### config.mk
export PLATFORM = sky130hd
export DESIGN_NAME = dab_gate_deadtime
export DESIGN_NICKNAME = d
export VERILOG_FILES = /design/src/rtl/dab_pkg.sv /design/src/rtl/dt_leg.sv /design/src/rtl/dab_gate_deadtime.sv
export SDC_FILE = /design/constraint.sdc
export NUM_CORES = 1
export LEC_CHECK = 0
export ABC_AREA = 1
export CAP_MARGIN = 15
export CORE_AREA = 2 2 83 85
export DETAILED_ROUTE_END_ITERATION = 16
export DIE_AREA = 0 0 85 87
export DONT_BUFFER_PORTS = 1
export GPL_ROUTABILITY_DRIVEN = 0
export HOLD_SLACK_MARGIN = 0.1
export PLACE_DENSITY = 0.7
export REMOVE_ABC_BUFFERS = 1
export SLEW_MARGIN = 20
export SYNTH_ARGS = -nofsm -noshare
export SYNTH_HDL_FRONTEND = slang
export SYNTH_SLANG_ARGS = --single-unit
### constraint.sdc
create_clock -name clk -period 3.3 [get_ports clk]
set_input_delay 0.66 -clock clk [delete_from_list [all_inputs] [get_ports clk]]
set_output_delay 0.66 -clock clk [all_outputs]
set_load 0.03 [all_outputs]
### src/rtl/dab_pkg.sv
// Shared encodings for the DAB gate/dead-time stage: bridge levels, leg states
// and the level-to-leg decode used by the top level.
package dab_pkg;

    localparam logic signed [1:0] V_POS  = 2'sb01;
    localparam logic signed [1:0] V_ZERO = 2'sb00;
    localparam logic signed [1:0] V_NEG  = 2'sb11;

    localparam int DT_W_DEF = 8;

    typedef enum logic [1:0] {
        LEG_OFF   = 2'd0,
        LEG_DEAD  = 2'd1,
        LEG_HI_ON = 2'd2,
        LEG_LO_ON = 2'd3
    } leg_state_e;

    // Returns {leg B wants high, leg A wants high}; 2'b10 falls into the
    // freewheel case together with zero.
    function automatic logic [1:0] level_to_leg(input logic signed [1:0] v);
        logic [1:0] r;
        case (v)
            V_POS:   r = 2'b01;
            V_NEG:   r = 2'b10;
            default: r = 2'b00;
        endcase
        return r;
    endfunction

endpackage

### src/rtl/dt_leg.sv
// One half-bridge leg: OFF/DEAD/HI_ON/LO_ON state machine with a dead-time
// down-counter and registered, mutually exclusive high/low gate outputs.
module dt_leg
    import dab_pkg::*;
#(
    parameter int DT_W = DT_W_DEF
) (
    input  logic            clk,
    input  logic            rst,
    input  logic            ce_i,
    input  logic            kill_i,
    input  logic            cmd_hi_i,
    input  logic [DT_W-1:0] dt_i,
    output logic            hi_o,
    output logic            lo_o,
    output logic            dead_o
);

    localparam logic [DT_W-1:0] CNT_ONE = DT_W'(1);

    leg_state_e      state_q, state_d;
    logic [DT_W-1:0] cnt_q, cnt_d;
    logic            hi_q, hi_d;
    logic            lo_q, lo_d;

    always_ff @(posedge clk or posedge rst) begin
        if (rst) begin
            state_q <= LEG_OFF;
            cnt_q   <= '0;
            hi_q    <= 1'b0;
            lo_q    <= 1'b0;
        end else begin
            state_q <= state_d;
            cnt_q   <= cnt_d;
            hi_q    <= hi_d;
            lo_q    <= lo_d;
        end
    end

    // Kill acts on every clk edge; normal sequencing only on CE edges.
    always_comb begin
        state_d = state_q;
        cnt_d   = cnt_q;
        if (kill_i) begin
            state_d = LEG_OFF;
            cnt_d   = '0;
        end else if (ce_i) begin
            case (state_q)
                LEG_OFF: begin
                    state_d = LEG_DEAD;
                    cnt_d   = dt_i;
                end
                LEG_DEAD: begin
                    if (cnt_q <= CNT_ONE) begin
                        state_d = cmd_hi_i ? LEG_HI_ON : LEG_LO_ON;
                    end else begin
                        cnt_d = cnt_q - CNT_ONE;
                    end
                end
                LEG_HI_ON: begin
                    if (!cmd_hi_i) begin
                        state_d = LEG_DEAD;
                        cnt_d   = dt_i;
                    end
                end
                LEG_LO_ON: begin
                    if (cmd_hi_i) begin
                        state_d = LEG_DEAD;
                        cnt_d   = dt_i;
                    end
                end
                default: begin
                    state_d = LEG_OFF;
                    cnt_d   = '0;
                end
            endcase
        end
    end

    // Gates follow the current state one edge later, so a leaving gate
    // always drops before the opposite one can be granted.
    always_comb begin
        hi_d = hi_q;
        lo_d = lo_q;
        if (kill_i) begin
            hi_d = 1'b0;
            lo_d = 1'b0;
        end else if (ce_i) begin
            hi_d = (state_q == LEG_HI_ON);
            lo_d = (state_q == LEG_LO_ON);
        end
    end

    assign hi_o   = hi_q;
    assign lo_o   = lo_q;
    assign dead_o = (state_q == LEG_DEAD);

endmodule

### src/rtl/dab_gate_deadtime.sv
// DAB gate stage: registers the two bridge level commands, decodes them into
// four leg commands, and drives eight gates through dead-time leg FSMs.
module dab_gate_deadtime
    import dab_pkg::*;
#(
    parameter int DT_W   = DT_W_DEF,
    parameter int DT_MIN = 1
) (
    input  logic              clk,
    input  logic              rst,
    input  logic              CE,
    input  logic              en,
    input  logic              fault_in,
    input  logic              fault_clr,
    input  logic [DT_W-1:0]   deadtime,
    input  logic signed [1:0] v1,
    input  logic signed [1:0] v2,
    output logic [3:0]        Sp,
    output logic [3:0]        Ss,
    output logic              fault,
    output logic              dead_active
);

    localparam logic [DT_W-1:0] DT_MIN_W = DT_W'(DT_MIN);

    logic signed [1:0] v1_q, v2_q;
    logic              fault_q, fault_d;
    logic              kill;
    logic [DT_W-1:0]   dt_eff;
    logic [1:0]        lv1, lv2;
    logic [3:0]        leg_cmd_hi;
    logic [3:0]        leg_hi, leg_lo, leg_dead;

    always_ff @(posedge clk or posedge rst) begin
        if (rst) begin
            v1_q <= V_ZERO;
            v2_q <= V_ZERO;
        end else if (CE) begin
            v1_q <= v1;
            v2_q <= v2;
        end
    end

    // Fault latch runs on every clk so a pulse during CE=0 is never missed;
    // a simultaneous set and clear keeps the fault.
    assign fault_d = fault_in | (fault_q & ~fault_clr);

    always_ff @(posedge clk or posedge rst) begin
        if (rst) begin
            fault_q <= 1'b0;
        end else begin
            fault_q <= fault_d;
        end
    end

    assign kill   = ~en | fault_in | fault_q;
    assign dt_eff = (deadtime < DT_MIN_W) ? DT_MIN_W : deadtime;

    assign lv1        = level_to_leg(v1_q);
    assign lv2        = level_to_leg(v2_q);
    assign leg_cmd_hi = {lv2[1], lv2[0], lv1[1], lv1[0]};

    // Leg order: 0 primary A, 1 primary B, 2 secondary A, 3 secondary B.
    for (genvar g = 0; g < 4; g++) begin : g_leg
        dt_leg #(
            .DT_W (DT_W)
        ) u_leg (
            .clk      (clk),
            .rst      (rst),
            .ce_i     (CE),
            .kill_i   (kill),
            .cmd_hi_i (leg_cmd_hi[g]),
            .dt_i     (dt_eff),
            .hi_o     (leg_hi[g]),
            .lo_o     (leg_lo[g]),
            .dead_o   (leg_dead[g])
        );
    end

    assign Sp          = {leg_lo[1], leg_hi[1], leg_lo[0], leg_hi[0]};
    assign Ss          = {leg_lo[3], leg_hi[3], leg_lo[2], leg_hi[2]};
    assign fault       = fault_q;
    assign dead_active = |leg_dead;

endmodule

==> flow_summary.json, run 1 <==
{
  "synthesis.area_um2": 3500,
  "antenna_left": 0,
  "drt_iter0_drc": 230,
  "clock_latency_ps": 310,
  "yosys_warnings": 0,
  "grt_pass1_wl_um": 14200,
  "maxSlewViolCount": 0,
  "gr-total-overflow": 0,
  "tritoncts": "built",
  "ys_types": 32,
  "synthFlopType": "dfrtp_1",
  "multiInputGateArea_um2": 1850,
  "initial_utilization_pct": 53.2,
  "synth_area_per_cell_um2": 6.90,
  "cts_made_buffers": 5,
  "status": "finished clean",
  "ys_seq_area_share_pct": 37.9,
  "clkTransAtPathRegs_ps": 100,
  "wl_um": 8340,
  "hold_slack_ps": 339,
  "ioPinCount": 28,
  "core_um2": 6570,
  "fin_ws_ps": 926,
  "fin_nets": 526,
  "p_leak_nw": 1.87,
  "routedWlPerCell_um": 14.3,
  "grt_max_degree": 36,
  "fillers": 626,
  "ir_worst_vdd_v": 0.000190,
  "grt_pass1_vias": 3077,
  "die_x_um": 85,
  "grt_util_all_layers_pct": 23.8,
  "dp_slack_ps": 1190,
  "max_freq_mhz": 421,
  "ctsLongestPathBuffers": 2,
  "skew_ps": 10.5,
  "synth_area_leaders": "dfrtp_1 (38%), nand2_1 (18%), o21ai_0 (7.2%)",
  "netlist_top_cells_count": "nand2_1 (166), nor2_1 (63), dfrtp_1 (53), o21ai_0 (50), inv_1 (40)",
  "power-per-cell-area_nw_per_um2": 343,
  "rows": 30,
  "utilization_pct": 54.4,
  "setup-violations-final": 0,
  "async_reset_ff_share_pct": 100,
  "cap_viol_max_count": 0,
  "cts-htree-levels": 2,
  "cp_data_required_time_ps": 2640,
  "drive_gt1_share_pct": 8.18,
  "synth_top_cell_by_area": "dfrtp_1",
  "slew-limit-headroom_pct": 45.7,
  "antenna_cells": 0,
  "via_count": 3239,
  "worst_slew_pin_slew_ps": 811,
  "area_growth_pct": 2.15,
  "chipHeight_um": 87,
  "ys_seq_elements": 53,
  "cp.arrival_ps": 1710,
  "period_minus_slack_ps": 2370,
  "vias_per_cell": 5.57,
  "antenna_found_initial": 0,
  "postCtsHoldBufs": 0,
  "post_cts_buffers": 0,
  "start_kind": "flop",
  "synth_edf_count": 0,
  "drcViolationCount": 0,
  "seq_area_um2": 1330,
  "end_kind": "primary output",
  "clock_sinks": 53,
  "die_area_um2": 7400,
  "port_buffers": 0,
  "hold_path_class": "in -> async",
  "period_share_pct": 71.9,
  "cts_resized": 0,
  "worstSetupPathType": "reg -> out",
  "cts.root.buffer_cell": "clkbuf_8",
  "worstPathMaxFanout": 12,
  "finalSetupTns_ps": 0,
  "dpl.hpwl_um": 6050,
  "hold_viol_final": 0,
  "rsz0062_at_grt": "no",
  "post-synth-top-count-cell": "nand2_1",
  "first_pass_iters": 5,
  "syn-instance-count": 507,
  "yosysTopAreaCellShare_pct": 37.9
}
-- state kept, by name, indices dropped and copies added (netlist names) --
register             flops
fault                    1
g_leg.u_leg.lo_o         4
g_leg.u_leg.cnt_q       32
v2_q                     2
g_leg.u_leg.hi_o         4
g_leg.u_leg.state_q      8
v1_q                     2
-- layer usage --
layer  global-route usage (%)  part of all wire [%]
met5                        0                     0
met4                     8.95                   2.4
met3                     3.32                   4.3
met2                     40.4                    47
met1                     30.8                    46
-- cells in the final DEF (no fill, tap or decap), types with 4 or more instances in the layout --
master,n
o21ai_0,50
dfrtp_1,53
nor2_1,63
inv_1,39
inv_2,9
nand3_1,32
xnor2_1,4
a21oi_1,24
nand4_1,8
ha_1,8
clkbuf_8,5
nor2_4,5
nand2_1,166
-- cell type report --
class | instances | area share (%)
clock buffers | 5 | 1.93
inverters | 49 | 5.22
clock inverters | 3 | 0.490
multi-input cells | 388 | 51.8
well taps | 80 | 2.80
repair buffers | 3 | 0.630
flip-flops and latches | 53 | 37.1
-- cell families after synthesis --
group                    after synthesis  synth area share (%)
AO/OA/AOI/OAI                         88                  13.5
flip-flops                            53                  37.9
adder cells (fa/ha/maj)                8                  2.86
AND/OR/NAND/NOR                      287                  35.3
buffers and inverters                 66                  9.16
XOR/XNOR                               5                  1.25
-- where the power goes --
group	switching, W	internal, W
registers	0.0000216	0.000668
clock network	0.000221	0.000147
logic	0.000120	0.0000500
total	0.000362	0.000865
-- worst max-delay path, stage by stage (launching register included) --
cell and delay [ps]:
dfrtp_1 420, inv_2 60, nor2_2 380, inv_2 180, nand4_1 350
-- per-stage QoR --
| stage | area, µm² | power (W) | instances |
|---|---|---|---|
| final | 3570 | 0.00123 | 581 |
| after global routing | 3570 | 0.00129 | 581 |
| after CTS | 3570 | 0.00124 | 581 |
| after detailed placement | 3490 | 0.000871 | 573 |
| after global placement | 3490 | 0.000867 | 573 |
| after floorplan | 3360 | 0.000828 | 490 |
-- final timing paths --
check,start,cells after the start,slack [ps],end
setup / recovery,g_leg[1].u_leg.state_q[0],4,930,dead_active
hold reg to reg,g_leg[1].u_leg.cnt_q[7],2,510,g_leg[1].u_leg.cnt_q[7]
hold / removal,rst,1,340,g_leg[3].u_leg.lo_o
min in group clk,CE,1,440,v2_q[0]
setup reg to reg,g_leg[1].u_leg.cnt_q[0],9,1190,g_leg[1].u_leg.cnt_q[5]
max in group asynchronous,rst,2,2220,g_leg[3].u_leg.cnt_q[7]
Note: power is estimated with default switching activity, not from simulation.
==> run 2, diff against run 1 <==
Settings changed: PLACE_DENSITY 0.7 to 0.73.
Clock period 3.3 ns to 1.9 ns, I/O delays scaled along.
==> flow_summary.json, run 2 (synthesis results as in run 1) <==
{
  "maxSlewViolCount": 0,
  "hold_path_class": "in -> reg",
  "cap_viol_max_count": 0,
  "slew-limit-headroom_pct": 67.7,
  "reg.largest.list": "g_leg.u_leg.cnt_q (32), g_leg.u_leg.state_q (8)",
  "drive_gt1_share_pct": 10.3,
  "grt_max_degree": 25,
  "dpl.hpwl_um": 6220,
  "max_freq_mhz": 547,
  "first_pass_iters": 5,
  "core_um2": 6570,
  "status": "finished clean",
  "min_path_cells": 1,
  "hold_viol_final": 0,
  "most-common-layout-cells": "nand2_1 (166), nor2_1 (62), dfrtp_1 (53)",
  "port_buffers": 0,
  "final_common_cell": "nand2_1",
  "min_to": "v2_q[0]",
  "worstPathMaxFanout": 9,
  "top_register": "g_leg.u_leg.cnt_q",
  "rows": 30,
  "wl_um": 8310,
  "skew_ps": 4.07,
  "grt_util_all_layers_pct": 23.9,
  "start_kind": "flop",
  "cp_data_required_time_ps": 1520,
  "gr-total-overflow": 0,
  "period_share_pct": 96.2,
  "area_growth_pct": 6.08,
  "antenna_found_initial": 0,
  "end_kind": "primary output",
  "antenna_left": 0,
  "p_leak_nw": 1.94,
  "antenna_cells": 0,
  "initial_utilization_pct": 53.2,
  "routedWlPerCell_um": 14.0,
  "min_from": "CE",
  "vias_per_cell": 5.51,
  "cts.root.buffer_cell": "clkbuf_8",
  "ir_worst_vdd_v": 0.000362,
  "ctsLongestPathBuffers": 2,
  "setup-violations-final": 0,
  "ioPinCount": 28,
  "chipHeight_um": 87,
  "r2r_cells": 10,
  "cp.arrival_ps": 1450,
  "grt_pass1_wl_um": 14200,
  "r2r-start": "g_leg[1].u_leg.cnt_q[0]",
  "die_area_um2": 7400,
  "grt_pass1_vias": 3062,
  "largest_reg_flops": 32,
  "clkTransAtPathRegs_ps": 90,
  "crit-reg2reg-capture": "g_leg[1].u_leg.cnt_q[1]",
  "reg2reg_slack_ps": 200,
  "drcViolationCount": 0,
  "drt_iter0_drc": 346,
  "via_count": 3270,
  "clock_latency_ps": 300,
  "power-per-cell-area_nw_per_um2": 595,
  "cts-htree-levels": 2,
  "dp_slack_ps": 205,
  "period_minus_slack_ps": 1830,
  "cts_made_buffers": 5,
  "tritoncts": "built",
  "fin_ws_ps": 72.4,
  "fin_nets": 538,
  "worstSetupPathType": "reg -> out",
  "hold_slack_ps": 178,
  "clock_sinks": 53,
  "die_x_um": 85,
  "worst_slew_pin_slew_ps": 484
}
run 2: worst max path at each step:
stage	cells after the start	end	slack, ps	startpoint
6_report	3	dead_active	70	g_leg[2].u_leg.state_q[1]
5_1_grt	9	g_leg[0].u_leg.cnt_q[5]	-4	g_leg[0].u_leg.cnt_q[0]
4_1_cts	3	dead_active	20	g_leg[0].u_leg.state_q[1]
3_5_place_dp	8	g_leg[0].u_leg.cnt_q[7]	200	g_leg[0].u_leg.cnt_q[0]
3_3_place_gp	8	g_leg[0].u_leg.cnt_q[7]	210	fault_in
2_1_floorplan	8	g_leg[1].u_leg.cnt_q[1]	-10	fault
run 2: worst max-delay path, stage by stage, from the launching register on:
cell and delay, ps:
dfrtp_1 450, nor2_4 260, inv_2 110, nand4_1 330
run 2: power breakdown:
group / internal [W] / switching (W)
clock: 0.000330 / 0.000365
sequential: 0.00116 / 0.0000342
combinational: 0.000103 / 0.000214
run 2: timing repair:
action                     4_1_cts  5_1_grt
resized for setup                0        3
hold buffers                     1        0
pin swaps                        1        1
hold endpoints to repair        20        0
setup buffers                    0        3
setup endpoints to repair        1       10
run 2: metal layers:
layer	routed length, µm	GRT usage, %	part of all wire, %
met2	4070	38.8	49
met1	3600	31.7	43
met3	454	4.55	5.5
met5	0	0	0
met4	189	8.95	2.3
run 2: per-stage QoR:
| step | utilization (%) | TNS (ps) | cells | cell area, µm² | power [W] |
|---|---|---|---|---|---|
| 2_1_floorplan | - | -62.8 | 490 | 3360 | 0.00144 |
| 3_3_place_gp | 54.2 | 0 | 581 | 3560 | 0.00152 |
| 3_5_place_dp | 54.2 | 0 | 581 | 3560 | 0.00152 |
| 4_1_cts | 55.9 | 0 | 590 | 3670 | 0.00222 |
| 5_1_grt | 56.5 | -3.82 | 593 | 3710 | 0.00233 |
| 6_report | 56.5 | 0 | 593 | 3710 | 0.00221 |
run 2: layout make-up:
type,instances,area (µm²)
Timing Repair Buffer,15,128
Clock inverter,1,5.00
Fill cell,625,2860
Tap cell,80,100
Multi-Input combinational cell,388,1870
Clock buffer,7,96.3
Inverter,49,186
Sequential cell,53,1330
